<file path="src/rtl/cpu_lsu_pkg.sv">
// cpu_lsu_pkg: shared encodings for the SELEN load/store unit.
//   - command encodings from the control decoder (LD_CMD, ST_CMD)
//   - access size encodings carried in sx_cntl[1:0] (FULL, HALF, BYTE, UPPER)
//   - sign control carried in sx_cntl[2] (SIGN, UNSIGN)
//   - FSM state type and a misalignment helper
package cpu_lsu_pkg;

  localparam logic [1:0] LD_CMD = 2'b11;
  localparam logic [1:0] ST_CMD = 2'b10;

  localparam logic SIGN   = 1'b1;
  localparam logic UNSIGN = 1'b0;

  typedef enum logic [1:0] {
    FULL  = 2'b00,
    HALF  = 2'b01,
    BYTE  = 2'b10,
    UPPER = 2'b11   // reserved encoding, rejected as an illegal size
  } size_e;

  typedef enum logic [1:0] {
    S_IDLE = 2'b00,
    S_REQ  = 2'b01,
    S_RESP = 2'b10
  } state_e;

  // True when the low address bits do not match the natural alignment of the size.
  function automatic logic is_misaligned(input size_e size, input logic [1:0] lo);
    logic mis;
    case (size)
      HALF:    mis = lo[0];
      FULL:    mis = (lo != 2'b00);
      default: mis = 1'b0;
    endcase
    return mis;
  endfunction

endpackage

</file>
<file path="src/rtl/cpu_lsu_align.sv">
// cpu_lsu_align: combinational lane logic for the load/store unit.
//   Store side (st_*): byte enables and lane-replicated write data from the
//     access size and low address bits presented at accept time.
//   Load side (ld_*): selects the addressed byte/half of the read word and
//     sign- or zero-extends it to 32 bits using the latched access attributes.
// Misaligned low bits are truncated here: a half uses only lo[1], a word
// ignores lo entirely.
module cpu_lsu_align
  import cpu_lsu_pkg::*;
(
  input  size_e       st_size,
  input  logic [1:0]  st_lo,
  input  logic [31:0] st_data,
  output logic [3:0]  st_be,
  output logic [31:0] st_wdata,
  input  size_e       ld_size,
  input  logic        ld_sign,
  input  logic [1:0]  ld_lo,
  input  logic [31:0] ld_rdata,
  output logic [31:0] ld_data
);

  logic [7:0]  byte_s;
  logic [15:0] half_s;

  // Store lane enables and data replication.
  always_comb begin
    st_be    = 4'b0000;
    st_wdata = 32'h0000_0000;
    case (st_size)
      BYTE: begin
        st_be    = 4'b0001 << st_lo;
        st_wdata = {4{st_data[7:0]}};
      end
      HALF: begin
        st_be    = st_lo[1] ? 4'b1100 : 4'b0011;
        st_wdata = {2{st_data[15:0]}};
      end
      FULL: begin
        st_be    = 4'b1111;
        st_wdata = st_data;
      end
      default: begin
        st_be    = 4'b0000;
        st_wdata = 32'h0000_0000;
      end
    endcase
  end

  // Load lane selection and sign/zero extension.
  always_comb begin
    case (ld_lo)
      2'b00:   byte_s = ld_rdata[7:0];
      2'b01:   byte_s = ld_rdata[15:8];
      2'b10:   byte_s = ld_rdata[23:16];
      2'b11:   byte_s = ld_rdata[31:24];
      default: byte_s = 8'h00;
    endcase
    if (ld_lo[1]) begin
      half_s = ld_rdata[31:16];
    end else begin
      half_s = ld_rdata[15:0];
    end
    case (ld_size)
      BYTE:    ld_data = {{24{ld_sign & byte_s[7]}}, byte_s};
      HALF:    ld_data = {{16{ld_sign & half_s[15]}}, half_s};
      FULL:    ld_data = ld_rdata;
      default: ld_data = 32'h0000_0000;
    endcase
  end

endmodule

</file>
<file path="src/rtl/cpu_lsu.sv">
// cpu_lsu: load/store unit of the SELEN execute/memory stage.
//   Accepts a load (cmd 11) or store (cmd 10) from the stage, runs a single
//   req/ack transaction on the data-memory port and returns an extended load
//   result. Stalls upstream until the access completes.
// Ports:
//   clk, rst (async, active-high)
//   ex_valid, cmd[1:0], sx_cntl[2:0], addr[31:0], wdata[31:0]  - from EX
//   lsu_stall (comb), ld_valid, ld_data[31:0], lsu_err          - to pipeline
//   dmem_req, dmem_we, dmem_addr, dmem_be, dmem_wdata           - to memory
//   dmem_ack, dmem_rdata                                        - from memory
// Parameter TMO_CYCLES (2..255): REQ cycles without ack before abort.
// Build option LSU_MISALIGN_TRAP_EN: when defined, misaligned half/word
// accesses raise lsu_err without a memory request; otherwise the low address
// bits are truncated and the access proceeds.
module cpu_lsu
  import cpu_lsu_pkg::*;
#(
  parameter int unsigned TMO_CYCLES = 64
) (
  input  logic        clk,
  input  logic        rst,
  input  logic        ex_valid,
  input  logic [1:0]  cmd,
  input  logic [2:0]  sx_cntl,
  input  logic [31:0] addr,
  input  logic [31:0] wdata,
  output logic        lsu_stall,
  output logic        ld_valid,
  output logic [31:0] ld_data,
  output logic        lsu_err,
  output logic        dmem_req,
  output logic        dmem_we,
  output logic [31:0] dmem_addr,
  output logic [3:0]  dmem_be,
  output logic [31:0] dmem_wdata,
  input  logic        dmem_ack,
  input  logic [31:0] dmem_rdata
);

  localparam logic [7:0] TMO_LAST = 8'(TMO_CYCLES - 1);

  state_e      state_r, state_nxt_s;
  logic [7:0]  cnt_r;
  size_e       size_s, size_r;
  logic        sign_r;
  logic [1:0]  lo_r;
  logic        accept_s, bad_s, tmo_s, rd_done_s;
  logic [3:0]  be_s;
  logic [31:0] wdata_rep_s, ld_ext_s;
  logic        ld_valid_r, lsu_err_r, dmem_we_r;
  logic [31:0] ld_data_r, dmem_addr_r, dmem_wdata_r;
  logic [3:0]  dmem_be_r;

  assign size_s    = size_e'(sx_cntl[1:0]);
  assign accept_s  = (state_r == S_IDLE) && ex_valid && ((cmd == LD_CMD) || (cmd == ST_CMD));
  assign tmo_s     = (cnt_r == TMO_LAST);
  assign rd_done_s = (state_r == S_REQ) && dmem_ack && !dmem_we_r;

`ifdef LSU_MISALIGN_TRAP_EN
  assign bad_s = (size_s == UPPER) || is_misaligned(size_s, addr[1:0]);
`else
  assign bad_s = (size_s == UPPER);
`endif

  cpu_lsu_align u_align (
    .st_size  (size_s),
    .st_lo    (addr[1:0]),
    .st_data  (wdata),
    .st_be    (be_s),
    .st_wdata (wdata_rep_s),
    .ld_size  (size_r),
    .ld_sign  (sign_r),
    .ld_lo    (lo_r),
    .ld_rdata (dmem_rdata),
    .ld_data  (ld_ext_s)
  );

  // FSM state register.
  always_ff @(posedge clk or posedge rst) begin
    if (rst) begin
      state_r <= S_IDLE;
    end else begin
      state_r <= state_nxt_s;
    end
  end

  // FSM next-state logic; bad accesses skip REQ and report from RESP.
  always_comb begin
    state_nxt_s = state_r;
    case (state_r)
      S_IDLE: begin
        if (accept_s) begin
          state_nxt_s = bad_s ? S_RESP : S_REQ;
        end else begin
          state_nxt_s = S_IDLE;
        end
      end
      S_REQ: begin
        if (dmem_ack || tmo_s) begin
          state_nxt_s = S_RESP;
        end else begin
          state_nxt_s = S_REQ;
        end
      end
      S_RESP:  state_nxt_s = S_IDLE;
      default: state_nxt_s = S_IDLE;
    endcase
  end

  // FSM outputs: request follows the state register so reset drops it at once.
  always_comb begin
    dmem_req  = (state_r == S_REQ);
    lsu_stall = !rst && (accept_s || (state_r == S_REQ));
  end

  // Timeout counter: cleared on accept, counts unacknowledged REQ cycles.
  always_ff @(posedge clk or posedge rst) begin
    if (rst) begin
      cnt_r <= 8'd0;
    end else if (accept_s) begin
      cnt_r <= 8'd0;
    end else if ((state_r == S_REQ) && !dmem_ack && !tmo_s) begin
      cnt_r <= cnt_r + 8'd1;
    end else begin
      cnt_r <= cnt_r;
    end
  end

  // Access attribute latches, captured on accept and stable through REQ.
  always_ff @(posedge clk or posedge rst) begin
    if (rst) begin
      dmem_we_r    <= 1'b0;
      dmem_addr_r  <= 32'h0000_0000;
      dmem_be_r    <= 4'b0000;
      dmem_wdata_r <= 32'h0000_0000;
      sign_r       <= UNSIGN;
      size_r       <= FULL;
      lo_r         <= 2'b00;
    end else if (accept_s) begin
      dmem_we_r    <= (cmd == ST_CMD);
      dmem_addr_r  <= {addr[31:2], 2'b00};
      dmem_be_r    <= be_s;
      dmem_wdata_r <= wdata_rep_s;
      sign_r       <= sx_cntl[2];
      size_r       <= size_s;
      lo_r         <= addr[1:0];
    end else begin
      dmem_we_r    <= dmem_we_r;
      dmem_addr_r  <= dmem_addr_r;
      dmem_be_r    <= dmem_be_r;
      dmem_wdata_r <= dmem_wdata_r;
      sign_r       <= sign_r;
      size_r       <= size_r;
      lo_r         <= lo_r;
    end
  end

  // Completion outputs: pulses are set on entry to RESP, load data is held.
  always_ff @(posedge clk or posedge rst) begin
    if (rst) begin
      ld_valid_r <= 1'b0;
      lsu_err_r  <= 1'b0;
      ld_data_r  <= 32'h0000_0000;
    end else begin
      ld_valid_r <= rd_done_s;
      lsu_err_r  <= (accept_s && bad_s) || ((state_r == S_REQ) && !dmem_ack && tmo_s);
      if (rd_done_s) begin
        ld_data_r <= ld_ext_s;
      end else begin
        ld_data_r <= ld_data_r;
      end
    end
  end

  assign ld_valid   = ld_valid_r;
  assign lsu_err    = lsu_err_r;
  assign ld_data    = ld_data_r;
  assign dmem_we    = dmem_we_r;
  assign dmem_addr  = dmem_addr_r;
  assign dmem_be    = dmem_be_r;
  assign dmem_wdata = dmem_wdata_r;

endmodule

</file>
<file path="config.mk">
export PLATFORM = sky130hd
export DESIGN_NAME = cpu_lsu
export DESIGN_NICKNAME = d
export VERILOG_FILES = /design/src/rtl/cpu_lsu_pkg.sv /design/src/rtl/cpu_lsu_align.sv /design/src/rtl/cpu_lsu.sv
export SDC_FILE = /design/constraint.sdc
export NUM_CORES = 1
export LEC_CHECK = 0
export CORE_MARGIN = 10
export CORE_UTILIZATION = 42
export CTS_BUF_LIST = sky130_fd_sc_hd__clkbuf_8
export DETAILED_ROUTE_END_ITERATION = 12
export GPL_TIMING_DRIVEN = 0
export PLACE_DENSITY = 0.86
export SYNTH_ARGS = -nofsm -noshare
export SYNTH_HDL_FRONTEND = slang
export SYNTH_SLANG_ARGS = --single-unit
</file>
<file path="constraint.sdc">
create_clock -name clk -period 4.1 [get_ports clk]
set_clock_uncertainty 0.15 [all_clocks]
set_input_delay 0.82 -clock clk [delete_from_list [all_inputs] [get_ports clk]]
set_output_delay 0.82 -clock clk [all_outputs]
set_load 0.005 [all_outputs]
</file>
==> impl_metrics.py, run 1 <==
metrics = {
    "global_route": {
        "grt_pass1_vias": 5831,
        "overflow": 0,
        "grt.total_usage_pct": 20.8,
        "grt_max_degree": 71,
        "grt_pass1_wl_um": 30700,
        "antenna_found_initial": 0,
    },
    "placement": {
        "placed_cell_area_sq_um": 8080,
        "gp_congestion": 0.905,
        "io_buffers": 206,
        "hpwl_um": 14800,
    },
    "synthesis": {
        "synth_edf_count": 0,
        "yosysSeqAreaShare_pct": 50.3,
        "avgSynthCellArea_sq_um": 9.11,
        "ys.flop_type": "dfrtp_1",
        "async_reset_ff_share_pct": 100,
        "synth_warnings": 0,
        "syn_area_sq_um": 5770,
        "synth_cell_types": 44,
        "yosys_register_bits": 116,
        "syn_inst": 633,
    },
    "floorplanning": {
        "die_w_um": 137,
        "dieArea_sq_um": 18800,
        "core_area_sq_um": 13300,
        "io_pins": 210,
        "rows": 42,
        "start_util_pct": 43.2,
        "die_h_um": 137,
    },
    "layout": {
        "syn_to_final_growth_pct": 47.4,
        "multi_input_area_sq_um": 2630,
        "register_area_sq_um": 2900,
        "mostFrequentLayoutCells": "clkdlybuf4s50_1, nand2_1, dfrtp_1",
        "antennaDiodeCount": 0,
        "layout.nets": 966,
        "fin_area_sq_um": 8500,
        "drive_gt1_share_pct": 6.19,
        "final_common_cell": "clkdlybuf4s50_1",
        "fillCellCount": 1153,
    },
    "clocking": {
        "cts_setup_buffers": 0,
        "ctsHoldBuffers": 0,
        "cts.path.max_buffers": 2,
        "clkTransAtPathRegs_ns": 0.07,
        "cts_inserted_buffers": 17,
        "ctsResizeCount": 0,
        "clock_sink_count": 116,
        "root_buffer": "clkbuf_8",
        "cts_tree": "done",
        "htree_levels": 4,
        "clock_latency_ns": 0.43,
    },
    "drt": {
        "drtIter0Drc": 422,
        "firstDrtPassIters": 5,
        "vias_per_cell": 5.45,
        "dr_total_vias": 5712,
        "drt.antenna.violating_nets": 0,
        "drc": 0,
        "wl_per_cell_um": 18.7,
        "drt-total-wl_um": 19600,
    },
    "timing": {
        "hold_ws_ns": 0.320,
        "setup_viol": 0,
        "final_max_slew_viol_count": 0,
        "relSlewSlack_pct": 52.5,
        "finalHoldViolations": 0,
        "fmax_mhz": 259,
        "worst_pin_slew_ns": 0.713,
        "fin_crit_sh_pct": 94.1,
        "min_period_ns": 3.86,
        "rsz0062_at_grt": "false",
    },
    "critical_path": {
        "cp-end-kind": "output pin",
        "crit_fanout": 10,
        "worst_ep_required_time_ns": 3.13,
        "crit_path_max_incr_delay_ns": 0.48,
        "crit_type": "in -> out",
        "worstSetupStartpointType": "primary input",
        "cp_cell_sequence": "clkdlybuf4s50_1 > nand3_1 > clkbuf_1 > clkbuf_1 > a21oi_1 > clkdlybuf4s50_1",
        "crit_start": "cmd[1]",
        "cp.arrival_ns": 2.89,
        "cpMaxStageDelayCell": "clkbuf_1",
        "r2r-start": "lo_r[1]",
    },
    "power_and_ir_drop": {
        "p_per_area_nw_per_um2": 520,
        "power_uw": 4420,
        "vdd_drop_max_mv": 0.289,
        "power.leakage_uw": 0.00382,
    },
    "worst_hold_path": {
        "worstHoldStart": "dmem_wdata[4]",
        "min_path_type": "reg -> reg",
    },
    "job": {
        "maxCapViolCount": 0,
    },
    "status": {
        "status": "complete, no violations",
    },
}
## registers in the layout, summed over array words and instances, names as in the netlist
| name | cells |
|---|---|
| cnt_r | 8 |
| dmem_addr | 30 |
| dmem_be | 4 |
| dmem_wdata | 32 |
| dmem_we | 1 |
| ld_data | 32 |
| ld_valid | 1 |
| lo_r | 2 |
| lsu_err | 1 |
| sign_r | 1 |
| size_r | 2 |
| state_r | 2 |
## power breakdown
part | internal [uW] | total (uW) | switching [uW]
Combinational | 922 | 1630 | 704
Clock | 639 | 1100 | 464
Sequential | 1480 | 1690 | 208
Total | 3040 | 4420 | 1380
## synthesized netlist by cell type (6+ instances only)
cell / instances / share of area, %
nand2_1: 171 / 11
dfrtp_1: 116 / 50
a21oi_1: 40 / 3.5
nor2_1: 40 / 2.6
mux2i_1: 37 / 6.4
clkbuf_1: 34 / 2.2
o21ai_0: 31 / 2.7
o22ai_1: 19 / 2.1
a211oi_1: 17 / 2.2
a21o_1: 17 / 2.2
nand3_1: 12 / 1.0
nor2b_1: 12 / 1.3
o211ai_1: 10 / 1.3
and3_1: 8 / 0.87
mux4_2: 7 / 2.7
o21a_1: 7 / 0.91
o221ai_1: 7 / 1.1
buf_2: 6 / 0.52
## cell families after synthesis
group | Yosys count | share of synthesized area, %
AO/OA/AOI/OAI | 155 | 16.9
XOR/XNOR | 2 | 0.304
adder cells (fa/ha/maj) | 1 | 0.217
buffers and inverters | 56 | 4.08
flip-flops | 116 | 50.3
multiplexers | 44 | 9.16
other | 1 | 0.0650
AND/OR/NAND/NOR | 258 | 19.0
## through the flow
stage          instances  setup WS, ns  utilization, %  TNS, ns
2_1_floorplan        634        0.0576               -        0
3_3_place_gp        1016         -1.75            60.3  -201.74
3_5_place_dp        1017         0.183            60.6        0
4_1_cts             1049         0.126            63.7        0
5_1_grt             1049        0.0750            63.7        0
6_report            1049         0.240            63.7        0
## area by class of cell
cell class              count  area share, %
flip-flops and latches    116           34.2
repair buffers            207           24.6
clock inverters            12           1.63
plain buffers              50           2.50
multi-input cells         462           31.0
well taps                 176           2.59
inverters                   6          0.324
clock buffers              20           3.24
## worst paths after layout
check	end	slack, ns	depth (start not counted)
max	lsu_stall	0.24	6
min	dmem_wdata[4]	0.32	2
max reg2reg	ld_data[10]	1.84	5
min reg2reg	dmem_wdata[4]	0.32	2
max in group asynchronous	dmem_be[3]	2.44	3
min in group asynchronous	lsu_err	0.66	2
## layer usage
metal	vias up	GRT usage, %	wire, um
li1	2643	-	-
met1	2739	24.0	7470
met2	292	32.9	8870
met3	38	10.5	2730
met4	0	7.03	503
met5	-	0	0
## worst max-delay path, delay by kind of cell
kind | cells | cell delay [ns]
compound gates | 1 | 0.12
buf+inv | 4 | 1.79
simple gates | 1 | 0.14
No activity file was read; power rests on OpenSTA's default activity.
==> run 2, diff against run 1 <==
--- a/config.mk
+++ b/config.mk
@@ -10,7 +10,7 @@
 export CTS_BUF_LIST = sky130_fd_sc_hd__clkbuf_8
 export DETAILED_ROUTE_END_ITERATION = 12
 export GPL_TIMING_DRIVEN = 0
-export PLACE_DENSITY = 0.86
+export PLACE_DENSITY = 0.91
 export SYNTH_ARGS = -nofsm -noshare
 export SYNTH_HDL_FRONTEND = slang
 export SYNTH_SLANG_ARGS = --single-unit
==> impl_metrics.py, run 2 (synthesis gave the netlist of run 1 again) <==
metrics = {
    "status": {
        "status": "complete, no violations",
    },
    "power_and_ir_drop": {
        "p_per_area_nw_per_um2": 517,
        "power.leakage_uw": 0.00380,
        "vdd_drop_max_mv": 0.291,
    },
    "placement": {
        "placed_cell_area_sq_um": 8080,
        "hpwl_um": 15200,
        "io_buffers": 206,
        "place_ws_ns": 0.277,
        "gp_congestion": 0.945,
    },
    "clocking": {
        "cts_tree": "done",
        "clock_sink_count": 116,
        "clock_latency_ns": 0.43,
        "cts.path.max_buffers": 2,
        "clkTransAtPathRegs_ns": 0.07,
        "htree_levels": 4,
        "cts_setup_buffers": 0,
        "ctsHoldBuffers": 0,
        "cts_inserted_buffers": 17,
        "root_buffer": "clkbuf_8",
        "ctsResizeCount": 0,
    },
    "layout": {
        "fillCellCount": 1097,
        "final_common_cell": "clkdlybuf4s50_1",
        "syn_to_final_growth_pct": 47.2,
        "finish.utilization_pct": 63.6,
        "mostFrequentLayoutCells": "clkdlybuf4s50_1, nand2_1, dfrtp_1",
        "antennaDiodeCount": 0,
        "layout.nets": 966,
        "drive_gt1_share_pct": 6.41,
        "fin_area_sq_um": 8480,
    },
    "floorplanning": {
        "core_area_sq_um": 13300,
        "die_h_um": 137,
        "die_w_um": 137,
        "rows": 42,
        "io_pins": 210,
        "dieArea_sq_um": 18800,
        "start_util_pct": 43.2,
    },
    "critical_path": {
        "cp-end-kind": "output pin",
        "cpMaxStageDelayCell": "clkdlybuf4s50_1",
        "rr_endpoint": "ld_data[10]",
        "crit_path_end": "lsu_stall",
        "crit_type": "in -> out",
        "crit_fanout": 10,
        "crit_path_max_incr_delay_ns": 0.47,
        "cp_cell_sequence": "clkdlybuf4s50_1 > nand3_1 > clkbuf_1 > clkbuf_1 > a21oi_1 > clkdlybuf4s50_1",
        "r2r_cells": 5,
        "r2r-start": "lo_r[1]",
        "cp.arrival_ns": 2.84,
        "worst_ep_required_time_ns": 3.13,
        "rrSetupSlack_ns": 1.83,
        "worstSetupStartpointType": "primary input",
        "crit_start": "cmd[1]",
    },
    "worst_hold_path": {
        "min_path_type": "reg -> reg",
    },
    "drt": {
        "firstDrtPassIters": 7,
        "drc": 0,
        "dr_total_vias": 5728,
        "vias_per_cell": 5.46,
        "wl_per_cell_um": 18.8,
        "drt-total-wl_um": 19700,
        "drt.antenna.violating_nets": 0,
        "drtIter0Drc": 391,
    },
    "global_route": {
        "grt.total_usage_pct": 20.9,
        "grt_max_degree": 64,
        "grt_pass1_vias": 5824,
        "antenna_found_initial": 0,
        "overflow": 0,
        "grt_pass1_wl_um": 30900,
    },
    "timing": {
        "setup_ws_ns": 0.295,
        "final_max_slew_viol_count": 0,
        "relSlewSlack_pct": 53.6,
        "fin_crit_sh_pct": 92.8,
        "min_period_ns": 3.81,
        "setup_viol": 0,
        "fmax_mhz": 263,
        "worst_pin_slew_ns": 0.696,
        "finalHoldViolations": 0,
        "hold_ws_ns": 0.326,
        "rsz0062_at_grt": "false",
    },
    "job": {
        "maxCapViolCount": 0,
    },
}
[run 2: cell count changes in the layout (fill, tap and decap cells not counted), sizes merged]
cell,before,now
clkbuf,56,53
clkinv,3,6
clkinvlp,2,3
inv,10,9
[run 2: cell type report]
type                    instances  area, sq um  area share [%]
flip-flops and latches        116         2900            34.2
multi-input cells             462         2630            31.0
repair buffers                207         2090            24.6
clock buffers                  17          234            2.76
well taps                     176          220            2.60
plain buffers                  50          213            2.51
clock inverters                15          166            1.96
inverters                       6         27.5           0.324
[run 2: power by group]
part,internal [uW],switching [uW],leakage [uW]
clock network,594,472,0.000204
registers,1480,212,0.00146
logic,922,710,0.00214
[run 2: worst max-delay path, delay by kind of cell]
| kind | cells | cell delay, ns |
|---|---|---|
| simple gates | 1 | 0.15 |
| buf+inv | 4 | 1.73 |
| compound gates | 1 | 0.12 |
[run 2: worst min path at each step]
stage,startpoint,endpoint,cells after the start
6_report,dmem_wdata[2],dmem_wdata[2],2
5_1_grt,dmem_addr[16],dmem_addr[16],2
2_1_floorplan,dmem_be[1],dmem_be[1],2
3_3_place_gp,dmem_wdata[6],dmem_wdata[6],2
4_1_cts,dmem_wdata[2],dmem_wdata[2],2
3_5_place_dp,dmem_be[3],dmem_be[3],2
[run 2: stage by stage]
stage                     std cells  power, uW  setup TNS (ns)
after floorplan                 634       2330               0
after global placement         1016       3290         -191.43
after detailed placement       1017       3350               0
after CTS                      1049       4430               0
after global routing           1049       4670               0
final                          1049       4390               0
[run 2: layer usage]
metal	share of wire, %	wire [um]	vias to the layer above	track usage [%]
met3	14	2730	40	9.75
met1	37	7330	2695	24.2
li1	-	-	2648	-
met4	2.5	493	0	8.78
met5	0	0	-	0
met2	46	9150	345	32.8
==> run 3, diff against run 2 <==
--- a/config.mk
+++ b/config.mk
@@ -5,6 +5,7 @@
 export SDC_FILE = /design/constraint.sdc
 export NUM_CORES = 1
 export LEC_CHECK = 0
+export CAP_MARGIN = 20
 export CORE_MARGIN = 10
 export CORE_UTILIZATION = 42
 export CTS_BUF_LIST = sky130_fd_sc_hd__clkbuf_8
==> results of run 3 <==
No change in the layout: final DEF, timing and power equal those of run 2.
